`config.mk`:
```
export PLATFORM = sky130hd
export DESIGN_NAME = bf16_norm_sched
export DESIGN_NICKNAME = d
export VERILOG_FILES = /design/src/rtl/bf16_pkg.sv /design/src/rtl/lzc.sv /design/src/rtl/bf16_norm_sched.sv
export SDC_FILE = /design/constraint.sdc
export NUM_CORES = 1
export LEC_CHECK = 0
export CAP_MARGIN = 20
export CORE_MARGIN = 2
export CORE_UTILIZATION = 33
export CTS_CLUSTER_DIAMETER = 150
export DETAILED_ROUTE_END_ITERATION = 10
export HOLD_SLACK_MARGIN = 0.06
export PLACE_DENSITY = 0.59
export SLEW_MARGIN = 20
export SYNTH_ARGS = -nofsm -noshare
export SYNTH_HDL_FRONTEND = slang
export SYNTH_HIERARCHICAL = 1
export SYNTH_SLANG_ARGS = --single-unit
```
`constraint.sdc`:
```
create_clock -name clk -period 4.5 [get_ports clk]
set_clock_uncertainty 0.15 [all_clocks]
set_input_delay 0.675 -clock clk [delete_from_list [all_inputs] [get_ports clk]]
set_output_delay 0.675 -clock clk [all_outputs]
set_load 0.05 [all_outputs]
```
`src/rtl/bf16_pkg.sv`:
```
// Shared widths and result record for the BFloat16 post-operation normalizer.
package bf16_pkg;

  localparam int BF16_W = 12;
  localparam int BF16_E = 8;

  typedef struct packed {
    logic [BF16_W-1:0] man;
    logic [BF16_E-1:0] exp;
    logic              src;
    logic              zero;
  } bf16_res_t;

endpackage

```
`src/rtl/lzc.sv`:
```
// Leading-zero counter; an all-zero input reports W, so W must not be a power of two.
module lzc #(
  parameter int W = 12
) (
  input  logic [W-1:0]         i_data,
  output logic [$clog2(W)-1:0] o_cnt
);

  localparam int CW = $clog2(W);

  // Scan upward so the most significant set bit is the last one to write.
  always_comb begin
    o_cnt = CW'(W);
    for (int i = 0; i < W; i++) begin
      if (i_data[i]) o_cnt = CW'(W - 1 - i);
    end
  end

endmodule

```
`src/rtl/bf16_norm_sched.sv`:
```
// Two-requester round-robin front end feeding a two-stage normalizer
// (capture register, leading-zero shift, output register with valid/ready).
module bf16_norm_sched
  import bf16_pkg::*;
#(
  parameter int W = BF16_W,
  parameter int E = BF16_E
) (
  input  logic         clk,
  input  logic         reset,
  input  logic         req0_valid_i,
  output logic         req0_ready_o,
  input  logic [W-1:0] req0_man_i,
  input  logic [E-1:0] req0_exp_i,
  input  logic         req1_valid_i,
  output logic         req1_ready_o,
  input  logic [W-1:0] req1_man_i,
  input  logic [E-1:0] req1_exp_i,
  output logic         res_valid_o,
  input  logic         res_ready_i,
  output logic [W-1:0] res_man_o,
  output logic [E-1:0] res_exp_o,
  output logic         res_src_o,
  output logic         res_zero_o
);

  localparam int CW = $clog2(W);
  localparam int XW = ((E > CW) ? E : CW) + 1;

  logic         r_s1_valid;
  logic [W-1:0] r_s1_man;
  logic [E-1:0] r_s1_exp;
  logic         r_s1_src;
  logic         r_rr;

  logic         r_res_valid;
  logic [W-1:0] r_res_man;
  logic [E-1:0] r_res_exp;
  logic         r_res_src;
  logic         r_res_zero;

  logic          w_s2_take;
  logic          w_s1_adv;
  logic          w_s1_free;
  logic          w_grant0;
  logic          w_grant1;
  logic [CW-1:0] w_cnt;
  logic [W-1:0]  w_nrm_man;
  logic [E-1:0]  w_nrm_exp;
  logic          w_nrm_zero;

  assign w_s2_take = !r_res_valid || res_ready_i;
  assign w_s1_adv  = r_s1_valid && w_s2_take;
  assign w_s1_free = !r_s1_valid || w_s1_adv;

  // Readies are combinational, so gate them with reset to keep them low while it is held.
  assign w_grant0 = !reset && w_s1_free && req0_valid_i && (!req1_valid_i || !r_rr);
  assign w_grant1 = !reset && w_s1_free && req1_valid_i && (!req0_valid_i ||  r_rr);

  assign req0_ready_o = w_grant0;
  assign req1_ready_o = w_grant1;

  always_ff @(posedge clk or posedge reset) begin
    if (reset) begin
      r_s1_valid <= 1'b0;
      r_s1_man   <= '0;
      r_s1_exp   <= '0;
      r_s1_src   <= 1'b0;
      r_rr       <= 1'b0;
    end else begin
      if (w_grant0 || w_grant1) begin
        r_s1_valid <= 1'b1;
        r_s1_man   <= w_grant1 ? req1_man_i : req0_man_i;
        r_s1_exp   <= w_grant1 ? req1_exp_i : req0_exp_i;
        r_s1_src   <= w_grant1;
        r_rr       <= w_grant0;
      end else if (w_s1_adv) begin
        r_s1_valid <= 1'b0;
      end
    end
  end

  lzc #(.W(W)) u_lzc (
    .i_data (r_s1_man),
    .o_cnt  (w_cnt)
  );

  // An underflowing shift stops at e-1 so the result lands in the denormal encoding.
  always_comb begin
    w_nrm_man  = r_s1_man;
    w_nrm_exp  = '0;
    w_nrm_zero = 1'b0;
    if (w_cnt == CW'(W)) begin
      w_nrm_man  = '0;
      w_nrm_zero = 1'b1;
    end else if (r_s1_exp == '0) begin
      w_nrm_man = r_s1_man;
    end else if (XW'(w_cnt) < XW'(r_s1_exp)) begin
      w_nrm_man = r_s1_man << w_cnt;
      w_nrm_exp = r_s1_exp - E'(w_cnt);
    end else begin
      w_nrm_man = r_s1_man << (r_s1_exp - E'(1));
    end
  end

  always_ff @(posedge clk or posedge reset) begin
    if (reset) begin
      r_res_valid <= 1'b0;
      r_res_man   <= '0;
      r_res_exp   <= '0;
      r_res_src   <= 1'b0;
      r_res_zero  <= 1'b0;
    end else if (w_s2_take) begin
      r_res_valid <= r_s1_valid;
      if (r_s1_valid) begin
        r_res_man  <= w_nrm_man;
        r_res_exp  <= w_nrm_exp;
        r_res_src  <= r_s1_src;
        r_res_zero <= w_nrm_zero;
      end
    end
  end

  assign res_valid_o = r_res_valid;
  assign res_man_o   = r_res_man;
  assign res_exp_o   = r_res_exp;
  assign res_src_o   = r_res_src;
  assign res_zero_o  = r_res_zero;

endmodule

```
==> run metrics <==
share of the synthesized area in the top cell type=36.6%; final instance area=4040 µm²; switch share=47.0%; CP Buf/Inv Count=2; first-pass GRT wire length=14600 µm; period utilization=91.3%; mux contribution to synthesized area=6.96%; Core Util, Final=43.7%; Die H=102 µm; Slew HR=49.9%; Area Growth Syn to Fin=28.3%; crit path cell chain=nor3_1, o21ai_0, o21ai_0, o31a_1, ha_1, inv_1, fa_1, a211o_1, and4_1, nor3_4, buf_4, mux2i_1, o22ai_1, a22oi_1, o211ai_1; width of the die=102 µm; main flop type after synthesis=dfrtp_1; Startpoint Class=flop; sequential power share=34.0%; library cells used by synthesis=54; vias in the first global route=2903; CP dominant cell by count=o21ai_0; Internal=1.06 mW; setup tns final=0 ns; clk buf depth=2; die area=10300 µm²; Compound-Gate Fraction of Synth Area=25.0%; Sink Count=46; TritonRoute pass-1 iters=4; Worst-Skew Late Latency=0.29 ns; Root Buffer=clkbuf_8; Via Count=2977; largest cells by area after synthesis=dfrtp_1, o21ai_0, mux2i_1; ys async rst share=100%; share of cells above drive strength 1=6.98%; Initial Util=34.1%; cell count after placement=551; Psw=0.937 mW; highest routed layer=met4; Num CTS Buffers=5; ant diodes=0; highest clock rate=243 MHz; warnings from Yosys=6; EDFF count, synth=0; Layout Nets=481; Row Count=35; WP data arrival=4.13 ns; Syn Area/Cell=8.60 µm²; Post-Synth Simple-Gate Area=21.5%; GRT Util Overall=17.9%; RSZ-0062 raised after global routing=no; largest net degree at the start of global routing=47; Max Slew Vio Count=0; Post CTS Setup Buffer Count=0; VDD IR max=0.158 mV; status=completed; Post-DP Area=3950 µm²; most common cell after layout, fill and taps aside=clkdlybuf4s50_1; HPWL Detailed=7020 µm; Core Area=9240 µm²; Mapped Nets=418; Clock transition at path regs=0.09 ns; synthesized flop and latch total=46; register area share after synthesis=36.6%; Synth Area in Adders=3.02%; CP Data Required Time=4.52 ns; Static Leak=1.64 nW; Largest stage delay, worst path=0.47 ns; Residual DRC=0; initial antenna violation count=0; most frequent cells in the layout=clkdlybuf4s50_1, dfrtp_1, o21ai_0; CTS tree=done; final critical-path required period=4.11 ns; Hold Vio Cnt, Final=0; area leader, netlist=dfrtp_1; final RePlAce weighted congestion=0.849; Post-Syn Area=3150 µm²; kind of cell adding the most delay to the critical path=compound AO/OA/AOI/OAI gates; DRT iter0 DRCs=167; Post-Layout Cell Count=559; WL met3=310 µm; critical path fanouts, max=8; Max Cap Viol=0; CTS HTree Levels=2; worst hold path type=reg2reg; Ports=70; vias per cell=5.33; Worst-Margin Slew=0.749 ns; Final setup violation count=0; total wire length=8970 µm; Synth Area in XOR/XNOR=2.50%; CTS Hold Buffers Added=0; largest family of logic cells by synthesized area=compound AO/OA/AOI/OAI gates; GR Overflow Total=0; clock network fraction of total power=12.7%; Slowest cell on crit path=dfrtp_1; R2R Setup Slk=0.39 ns; M1 WL=4140 µm; post-synthesis cell count=366; Port Buffers=69; wire length per cell=16.0 µm; CP Class=reg2reg; nature of the critical path endpoint=flop; combinational fraction of design power=53.3%; CTS resizes=0; post-route ant nets=0; pwr/cell area=493 nW/µm²; met2 WL=4400 µm
cells in the mapped netlist (3+ instances only):
library cell	count
nand4_1	4
nor2_1	36
nand2b_1	3
o31ai_1	7
nand3_1	7
and3_1	5
a22o_1	3
nand2_1	29
o211ai_1	3
nor3_1	7
clkbuf_1	17
inv_1	10
xnor2_1	4
ha_1	6
a211oi_1	6
a31oi_1	3
a21oi_1	30
o21ai_1	4
o21ai_0	39
nor2b_1	3
nand3b_1	20
mux2_2	3
xor2_1	5
mux2i_1	17
buf_6	3
a21o_1	3
dfrtp_1	46
a22oi_1	9
power by group through the flow:
stage | Clock [mW] | Combinational, mW | Sequential [mW]
6_report | 0.254 | 1.06 | 0.677
5_1_grt | 0.281 | 1.14 | 0.698
4_1_cts | 0.265 | 1.07 | 0.679
3_5_place_dp | 0 | 1.06 | 0.687
3_3_place_gp | 0 | 1.06 | 0.684
2_1_floorplan | 0 | 0.445 | 0.948
layout make-up:
cell class                      instances  area, µm²
Clock buffer                            6       72.6
Clock inverter                          2       13.8
Fill cell                             972       5200
Inverter                               10       37.5
Multi-Input combinational cell        289       1860
Sequential cell                        46       1150
Tap cell                              129        161
Timing Repair Buffer                   77        746
path summary, 6_finish.rpt:
| path | startpoint | endpoint | cells past startpoint |
|---|---|---|---|
| max | r_s1_man[3] | res_man_o[10] | 15 |
| min | res_exp_o[0] | res_exp_o[0] | 2 |
| max reg2reg | r_s1_man[3] | res_man_o[10] | 15 |
| min reg2reg | res_exp_o[0] | res_exp_o[0] | 2 |
| max in group asynchronous | reset | res_exp_o[1] | 3 |
| min in group asynchronous | reset | r_s1_valid | 3 |
layer usage:
layer	vias to the layer above	GRT usage, %
met1	1424	24.2
met3	7	2.21
met4	0	4.16
met5	-	0
li1	1469	-
met2	77	30.7
per-stage QoR:
| step | hold WS (ns) | setup WS [ns] | power, mW |
|---|---|---|---|
| global route | 0.377 | 0.120 | 2.12 |
| global placement | 0.319 | 0.460 | 1.75 |
| finish | 0.341 | 0.390 | 1.99 |
| floorplan | 0.309 | 0.936 | 1.39 |
| detailed placement | 0.328 | 0.420 | 1.75 |
| CTS | 0.348 | 0.395 | 2.01 |
sequential cells by signal, indices dropped and copies added (netlist names):
| name | count |
|---|---|
| r_s1_man | 12 |
| res_man_o | 12 |
| r_s1_exp | 8 |
| res_exp_o | 8 |
| r_rr | 1 |
| r_s1_src | 1 |
| r_s1_valid | 1 |
| res_src_o | 1 |
| res_valid_o | 1 |
| res_zero_o | 1 |
kinds of logic after synthesis:
family / Yosys count
and+or+nand+nor: 128
AOI/OAI and AO/OA: 124
DFF: 46
buffers and inverters: 31
muxes: 21
xor gates and xnor gates: 9
adders and majority gates: 7
tightest hold or removal path, stage by stage (launching register included):
cell	delay, ns
dfrtp_1	0.35
nand2_1	0.05
o21ai_0	0.06
Note: power is estimated with default switching activity, not from simulation.
